`src/rtl/link_error_collector_pkg.sv`:
```
/*
 * +--------------------------------------------------------------------+
 * | link_error_collector_pkg                                           |
 * | Word-count helper and collector FSM state encoding.                |
 * | Revision: 1.0                                                      |
 * +--------------------------------------------------------------------+
 */
`default_nettype none

package link_error_collector_pkg;

  typedef enum logic [1:0] {
    ST_IDLE = 2'd0,
    ST_WAIT = 2'd1,
    ST_SEND = 2'd2,
    ST_DONE = 2'd3
  } collector_state_e;

  function automatic int calc_num_words(input int num_links, input int out_width);
    return (num_links + out_width - 1) / out_width;
  endfunction

endpackage

`default_nettype wire

```
`src/rtl/parameters.sv`:
```
/*
 * +--------------------------------------------------------------------+
 * | parameters_pkg                                                     |
 * | Decoder stage codes broadcast on global_stage.                     |
 * | Revision: 1.0                                                      |
 * +--------------------------------------------------------------------+
 */
`default_nettype none

package parameters_pkg;

  localparam int STAGE_WIDTH = 3;

  localparam logic [STAGE_WIDTH-1:0] STAGE_IDLE                  = 3'd0;
  localparam logic [STAGE_WIDTH-1:0] STAGE_MEASUREMENT_PREPARING = 3'd1;
  localparam logic [STAGE_WIDTH-1:0] STAGE_MEASUREMENT_LOADING   = 3'd2;
  localparam logic [STAGE_WIDTH-1:0] STAGE_GROW                  = 3'd3;
  localparam logic [STAGE_WIDTH-1:0] STAGE_MERGE                 = 3'd4;
  localparam logic [STAGE_WIDTH-1:0] STAGE_PEELING               = 3'd5;
  localparam logic [STAGE_WIDTH-1:0] STAGE_RESULT_VALID          = 3'd6;

endpackage

`default_nettype wire

```
`src/rtl/link_error_collector_popcount_tree.sv`:
```
/*
 * +--------------------------------------------------------------------+
 * | popcount_tree                                                      |
 * | Combinational population count of a W-bit vector.                 |
 * | Revision: 1.0                                                      |
 * +--------------------------------------------------------------------+
 */
`default_nettype none

module popcount_tree #(
  parameter int W = 64
) (
  input  logic [W-1:0]             bits,
  output logic [$clog2(W+1)-1:0]   count
);

  localparam int CW = $clog2(W + 1);

  always_comb begin
    count = '0;
    for (int i = 0; i < W; i++) begin
      count = count + CW'(bits[i]);
    end
  end

endmodule

`default_nettype wire

```
`src/rtl/link_error_collector.sv`:
```
/*
 * +--------------------------------------------------------------------+
 * | link_error_collector                                               |
 * | Snapshots masked link is_error bits on result entry and streams    |
 * | them out as words over valid/ready, with a total error count.      |
 * | Revision: 1.0                                                      |
 * +--------------------------------------------------------------------+
 */
`default_nettype none

module link_error_collector
  import link_error_collector_pkg::*;
  import parameters_pkg::*;
#(
  parameter int NUM_LINKS = 64,
  parameter int OUT_WIDTH = 8
) (
  input  logic                           clk,
  input  logic                           reset,
  input  logic [STAGE_WIDTH-1:0]         global_stage,
  input  logic [NUM_LINKS-1:0]           link_is_error,
  input  logic [2*NUM_LINKS-1:0]         link_boundary_condition,
  output logic [OUT_WIDTH-1:0]           out_data,
  output logic                           out_valid,
  input  logic                           out_ready,
  output logic                           out_last,
  output logic [$clog2(NUM_LINKS+1)-1:0] error_count,
  output logic                           busy,
  output logic                           overrun
);

  localparam int NUM_WORDS = calc_num_words(NUM_LINKS, OUT_WIDTH);
  localparam int PAD_W     = NUM_WORDS * OUT_WIDTH;
  localparam int CNT_W     = $clog2(NUM_LINKS + 1);
  localparam int IDX_W     = (NUM_WORDS > 1) ? $clog2(NUM_WORDS) : 1;
  localparam int BASE_W    = (PAD_W > 1) ? $clog2(PAD_W) : 1;

  collector_state_e          r_state;
  logic [STAGE_WIDTH-1:0]    r_last_stage;
  logic [PAD_W-1:0]          r_snapshot;
  logic [IDX_W-1:0]          r_idx;

  logic [NUM_LINKS-1:0]      w_masked;
  logic [PAD_W-1:0]          w_padded;
  logic [CNT_W-1:0]          w_pop;
  logic                      w_entry;
  logic [IDX_W-1:0]          w_next_idx;
  logic [BASE_W-1:0]         w_next_base;

  // Boundary condition values 2 and 3 mark an edge that does not exist.
  for (genvar i = 0; i < NUM_LINKS; i++) begin : g_mask
    assign w_masked[i] = link_is_error[i] & ~(link_boundary_condition[2*i +: 2] >= 2'd2);
  end

  assign w_padded    = PAD_W'(w_masked);
  assign w_entry     = (global_stage == STAGE_RESULT_VALID) && (r_last_stage != STAGE_RESULT_VALID);
  assign w_next_idx  = r_idx + 1'b1;
  assign w_next_base = BASE_W'(32'(w_next_idx) * OUT_WIDTH);

  popcount_tree #(.W(NUM_LINKS)) u_popcount (
    .bits  (w_masked),
    .count (w_pop)
  );

  always_ff @(posedge clk) begin
    if (reset) begin
      r_state      <= ST_IDLE;
      r_last_stage <= STAGE_IDLE;
      r_snapshot   <= '0;
      r_idx        <= '0;
      out_data     <= '0;
      out_valid    <= 1'b0;
      out_last     <= 1'b0;
      error_count  <= '0;
      busy         <= 1'b0;
      overrun      <= 1'b0;
    end else begin
      r_last_stage <= global_stage;

      case (r_state)
        ST_IDLE: begin
          if (w_entry) begin
            r_state <= ST_WAIT;
            busy    <= 1'b1;
          end
        end

        // Links present their is_error one clock after the stage change.
        ST_WAIT: begin
          r_snapshot  <= w_padded;
          error_count <= w_pop;
          out_data    <= w_padded[OUT_WIDTH-1:0];
          out_valid   <= 1'b1;
          out_last    <= (NUM_WORDS == 1);
          r_idx       <= '0;
          r_state     <= ST_SEND;
        end

        ST_SEND: begin
          if (out_ready) begin
            if (out_last) begin
              out_valid <= 1'b0;
              out_last  <= 1'b0;
              out_data  <= '0;
              r_state   <= ST_DONE;
            end else begin
              r_idx    <= w_next_idx;
              out_data <= r_snapshot[w_next_base +: OUT_WIDTH];
              out_last <= (w_next_idx == IDX_W'(NUM_WORDS - 1));
            end
          end
        end

        ST_DONE: begin
          r_idx <= '0;
          if (global_stage != STAGE_RESULT_VALID) begin
            r_state <= ST_IDLE;
            busy    <= 1'b0;
          end
        end

        default: r_state <= ST_IDLE;
      endcase

      if (w_entry && (r_state != ST_IDLE)) begin
        overrun <= 1'b1;
      end
    end
  end

endmodule

`default_nettype wire

```
`config.mk`:
```
export PLATFORM = sky130hd
export DESIGN_NAME = link_error_collector
export DESIGN_NICKNAME = d
export VERILOG_FILES = /design/src/rtl/link_error_collector_pkg.sv /design/src/rtl/parameters.sv /design/src/rtl/link_error_collector_popcount_tree.sv /design/src/rtl/link_error_collector.sv
export SDC_FILE = /design/constraint.sdc
export NUM_CORES = 1
export LEC_CHECK = 0
export CAP_MARGIN = 40
export CORE_UTILIZATION = 51
export CTS_BUF_LIST = sky130_fd_sc_hd__clkbuf_8
export CTS_CLUSTER_DIAMETER = 80
export CTS_CLUSTER_SIZE = 30
export DETAILED_ROUTE_END_ITERATION = 10
export PLACE_DENSITY = 0.9
export SYNTH_ARGS = -nofsm -noshare
export SYNTH_HDL_FRONTEND = slang
export SYNTH_SLANG_ARGS = --single-unit
```
`constraint.sdc`:
```
create_clock -name clk -period 11.3 [get_ports clk]
set_input_delay 1.13 -clock clk [delete_from_list [all_inputs] [get_ports clk]]
set_output_delay 1.13 -clock clk [all_outputs]
set_load 0.1 [all_outputs]
```
==> metrics <==
transition time at the pin with the least slew margin=0.8773 ns; Cell variety after synth=50; top cell type by total area after synthesis=sky130_fd_sc_hd__dfxtp_1; clock tree from TritonCTS=done; ratio of routed vias to standard cells=5.447; Inserted Clock Buffers=9; Synth Cell Area=6045 µm²; peak clock frequency supported by timing=135.4 MHz; share of layout cells above drive strength 1=12.58%; register share of total power=18.1%; setup-violating endpoint count in the final report=0; worst skew pair latency=0.37 ns; Inserted Diodes=0; antenna violation net count after detailed routing=0; number of synthesized flops with an enable pin=0; portion of the clock cycle consumed by the worst path in the final layout=65.35%; Starting Density=52.71%; async set-reset flop share out of synthesis=0%; tightest slew margin relative to the limit=41.51%; cell family contributing the most delay on the critical path=adder cells; crit path cell chain=clkdlybuf4s50_1 > nor2b_1 > ha_1 > inv_1 > fa_1 > fa_1 > inv_1 > fa_1 > fa_1 > fa_1 > fa_1 > fa_1 > inv_1 > fa_1 > inv_1 > ha_1 > nor2b_1 > o21a_1 > o311ai_0 > o211ai_1; area share of xor/xnor cells in the synthesized design=0.2691%; data required time at the worst endpoint=11.53 ns; switching pwr=1.087 mW; number of standard cells after synthesis=628; flip-flop cell with the highest count after synthesis=sky130_fd_sc_hd__dfxtp_1; Final HPWL DP=12,010 µm; total number of yosys warnings=0; cts hold-fix bufs=0; Worst-path clk slew=0.09 ns; I/O Buffers=152; highest-delay cell along the critical path=sky130_fd_sc_hd__fa_1; clock sinks=91; Worst Hold Margin=0.4651 ns; part of the power in the clock network=9.7%; global route overflow=0; max cap viols=0; vias in the first global route=5,272; status=finished, final reports clean; number of synthesized register bits=91; Comb pwr share=72.2%; simple-gate area share of the yosys netlist=20.04%; global-route usage over all layers=26.30%; proportion of synthesized chip area in sequential cells=30.14%; Synthesized Nets=902; post-CTS sizing=0; proportion of netlist area held by the largest area contributor=30.14%; pin count of the biggest net entering global routing=95; Final Hold Vio Count=0; placer's final routability congestion estimate=0.8892; mean area per synthesized cell=9.625 µm²; number of buffers and inverters on the critical path=5; total core area=11,470 µm²; vertical extent of the die=110.9 µm; Syn-to-layout area delta=34.42%; Setup TNS Final=0 ns; cell internal pwr=1.214 mW; detailed-route wire length per cell=16.59 µm; synth top area cells=sky130_fd_sc_hd__dfxtp_1 (30%), sky130_fd_sc_hd__fa_1 (18%), sky130_fd_sc_hd__nand2b_1 (4.9%); nets=1,057; commonest non-fill, non-tap cell in the layout=sky130_fd_sc_hd__clkdlybuf4s50_1; CTS H-Tree Depth=3; wire length reported by the detailed router=15,430 µm; type of the worst min-delay path=register to register; total count of max-transition violations in the final report=0; total power density per cell area=283.2 nW/µm²; setup bufs post-CTS=0; top-level I/O count=217; worst voltage drop across the vdd grid=0.3789 mV; area fraction in compound gates after synthesis=10.14%; fraction of synthesized area in multiplexers=10.29%; Crit. End Element=register; area enclosed by the die boundary=12,290 µm²; fraction of power spent switching nets=47.25%; Std-Cell Rows=39; routed via count=5,066; maximum fanout encountered on the critical timing path=4; width of the die=110.9 µm; Starting DRT DRC Count=226; Clock Skews=0.007274 ns; first-pass GRT wire length=25,390 µm; leading cell types in the layout, fill and taps excluded=sky130_fd_sc_hd__clkdlybuf4s50_1 (151), sky130_fd_sc_hd__dfxtp_1 (91), sky130_fd_sc_hd__inv_1 (65), sky130_fd_sc_hd__a21oi_1 (56), sky130_fd_sc_hd__fa_1 (54); max incr delay on CP=0.59 ns; leak pwr=3.252 nW; Max Buffers Root-to-Sink=2; Final Critical Period=7.385 ns; Crit path top cell by count=sky130_fd_sc_hd__fa_1; cell chosen for the clock root=sky130_fd_sc_hd__clkbuf_8; initial antenna violation count=0; combinational family with the most area after synthesis=adder cells; arrival time of the worst setup path=7.62 ns; unrepaired setup endpoints after global routing=false; crit start category=primary input; drt first pass iters=5; remaining design rule violation count=0; Adder-Cell Fraction of Synth Area=22.44%; path type of the worst setup path=primary input to register
[cell usage after synthesis, types with 2 or more instances]
cell	number
sky130_fd_sc_hd__nand3b_1	2
sky130_fd_sc_hd__a21oi_1	56
sky130_fd_sc_hd__nor2_1	41
sky130_fd_sc_hd__nand2_1	51
sky130_fd_sc_hd__nand2b_1	47
sky130_fd_sc_hd__nor2b_1	28
sky130_fd_sc_hd__mux2i_1	22
sky130_fd_sc_hd__a22oi_1	9
sky130_fd_sc_hd__and3b_1	2
sky130_fd_sc_hd__clkbuf_1	16
sky130_fd_sc_hd__ha_1	22
sky130_fd_sc_hd__buf_1	4
sky130_fd_sc_hd__inv_1	64
sky130_fd_sc_hd__dfxtp_1	91
sky130_fd_sc_hd__o21ai_0	2
sky130_fd_sc_hd__mux4_2	8
sky130_fd_sc_hd__fa_1	54
sky130_fd_sc_hd__o21a_1	7
sky130_fd_sc_hd__mux4_1	8
sky130_fd_sc_hd__buf_2	6
sky130_fd_sc_hd__or2_2	43
sky130_fd_sc_hd__o32ai_1	2
sky130_fd_sc_hd__a211oi_1	11
sky130_fd_sc_hd__buf_4	4
sky130_fd_sc_hd__nor3_1	3
[cell type report]
cell class / instances / area, µm²
multi-input cells: 440 / 3821
fillers: 800 / 3342
repair buffers: 176 / 1867
flip-flops and latches: 91 / 1822
inverters: 65 / 244.0
well taps: 143 / 178.9
clock buffers: 10 / 137.6
clock inverters: 5 / 55.05
[routing by layer]
| metal | vias to the layer above | part of all wire, % | track usage (%) |
|---|---|---|---|
| met2 | 218 | 53 | 45.55 |
| met5 | - | 0 | 0 |
| li1 | 2360 | - | - |
| met3 | 41 | 6.3 | 6.014 |
| met4 | 0 | 3.2 | 11.64 |
| met1 | 2447 | 38 | 31.12 |
[worst paths after layout]
check,from,endpoint,slack (ns),depth (start not counted)
max,link_is_error[1],error_count[5],3.92,20
min,r_snapshot[37],r_snapshot[37],0.47,2
max reg2reg,r_idx[0],out_data[4],8.29,6
min reg2reg,r_snapshot[37],r_snapshot[37],0.47,2
[cell families after synthesis]
logic type | count (synthesis)
adder cells (fa/ha/maj) | 76
AO/OA/AOI/OAI | 98
XOR/XNOR | 1
buffers and inverters | 97
flip-flops | 91
AND/OR/NAND/NOR | 226
multiplexers | 39
[tightest hold or removal path, delay by kind of cell (launching register included)]
| family | cells | cell delay, ns |
|---|---|---|
| simple gates | 1 | 0.06 |
| flops | 1 | 0.32 |
| compound gates | 1 | 0.05 |
[power groups by stage]
stage | clock network [mW] | logic [mW] | registers, mW
4_1_cts | 0.223 | 1.66 | 0.415
2_1_floorplan | 0 | 1.07 | 0.577
3_3_place_gp | 0 | 1.47 | 0.427
5_1_grt | 0.241 | 1.85 | 0.424
6_report | 0.223 | 1.66 | 0.416
3_5_place_dp | 0 | 1.65 | 0.422
[through the flow]
stage               util (%)  power, mW  std cells  cell area [µm²]  worst slack [ns]
floorplan                  -      1.644        628             6045             4.502
detailed placement     69.18      2.072        915             7933             3.553
global route           70.86      2.510        930             8125             3.615
global placement       66.32      1.895        894             7605             3.687
finish                 70.86      2.301        930             8125             3.915
CTS                    70.86      2.297        930             8125             3.912
[sequential cells by signal (all words and copies together) (netlist names)]
signal / count
r_last_stage: 3
overrun: 1
out_valid: 1
r_idx: 3
r_snapshot: 64
r_state: 2
out_data: 8
busy: 1
out_last: 1
error_count: 7
No activity file was read; power rests on OpenSTA's default activity.
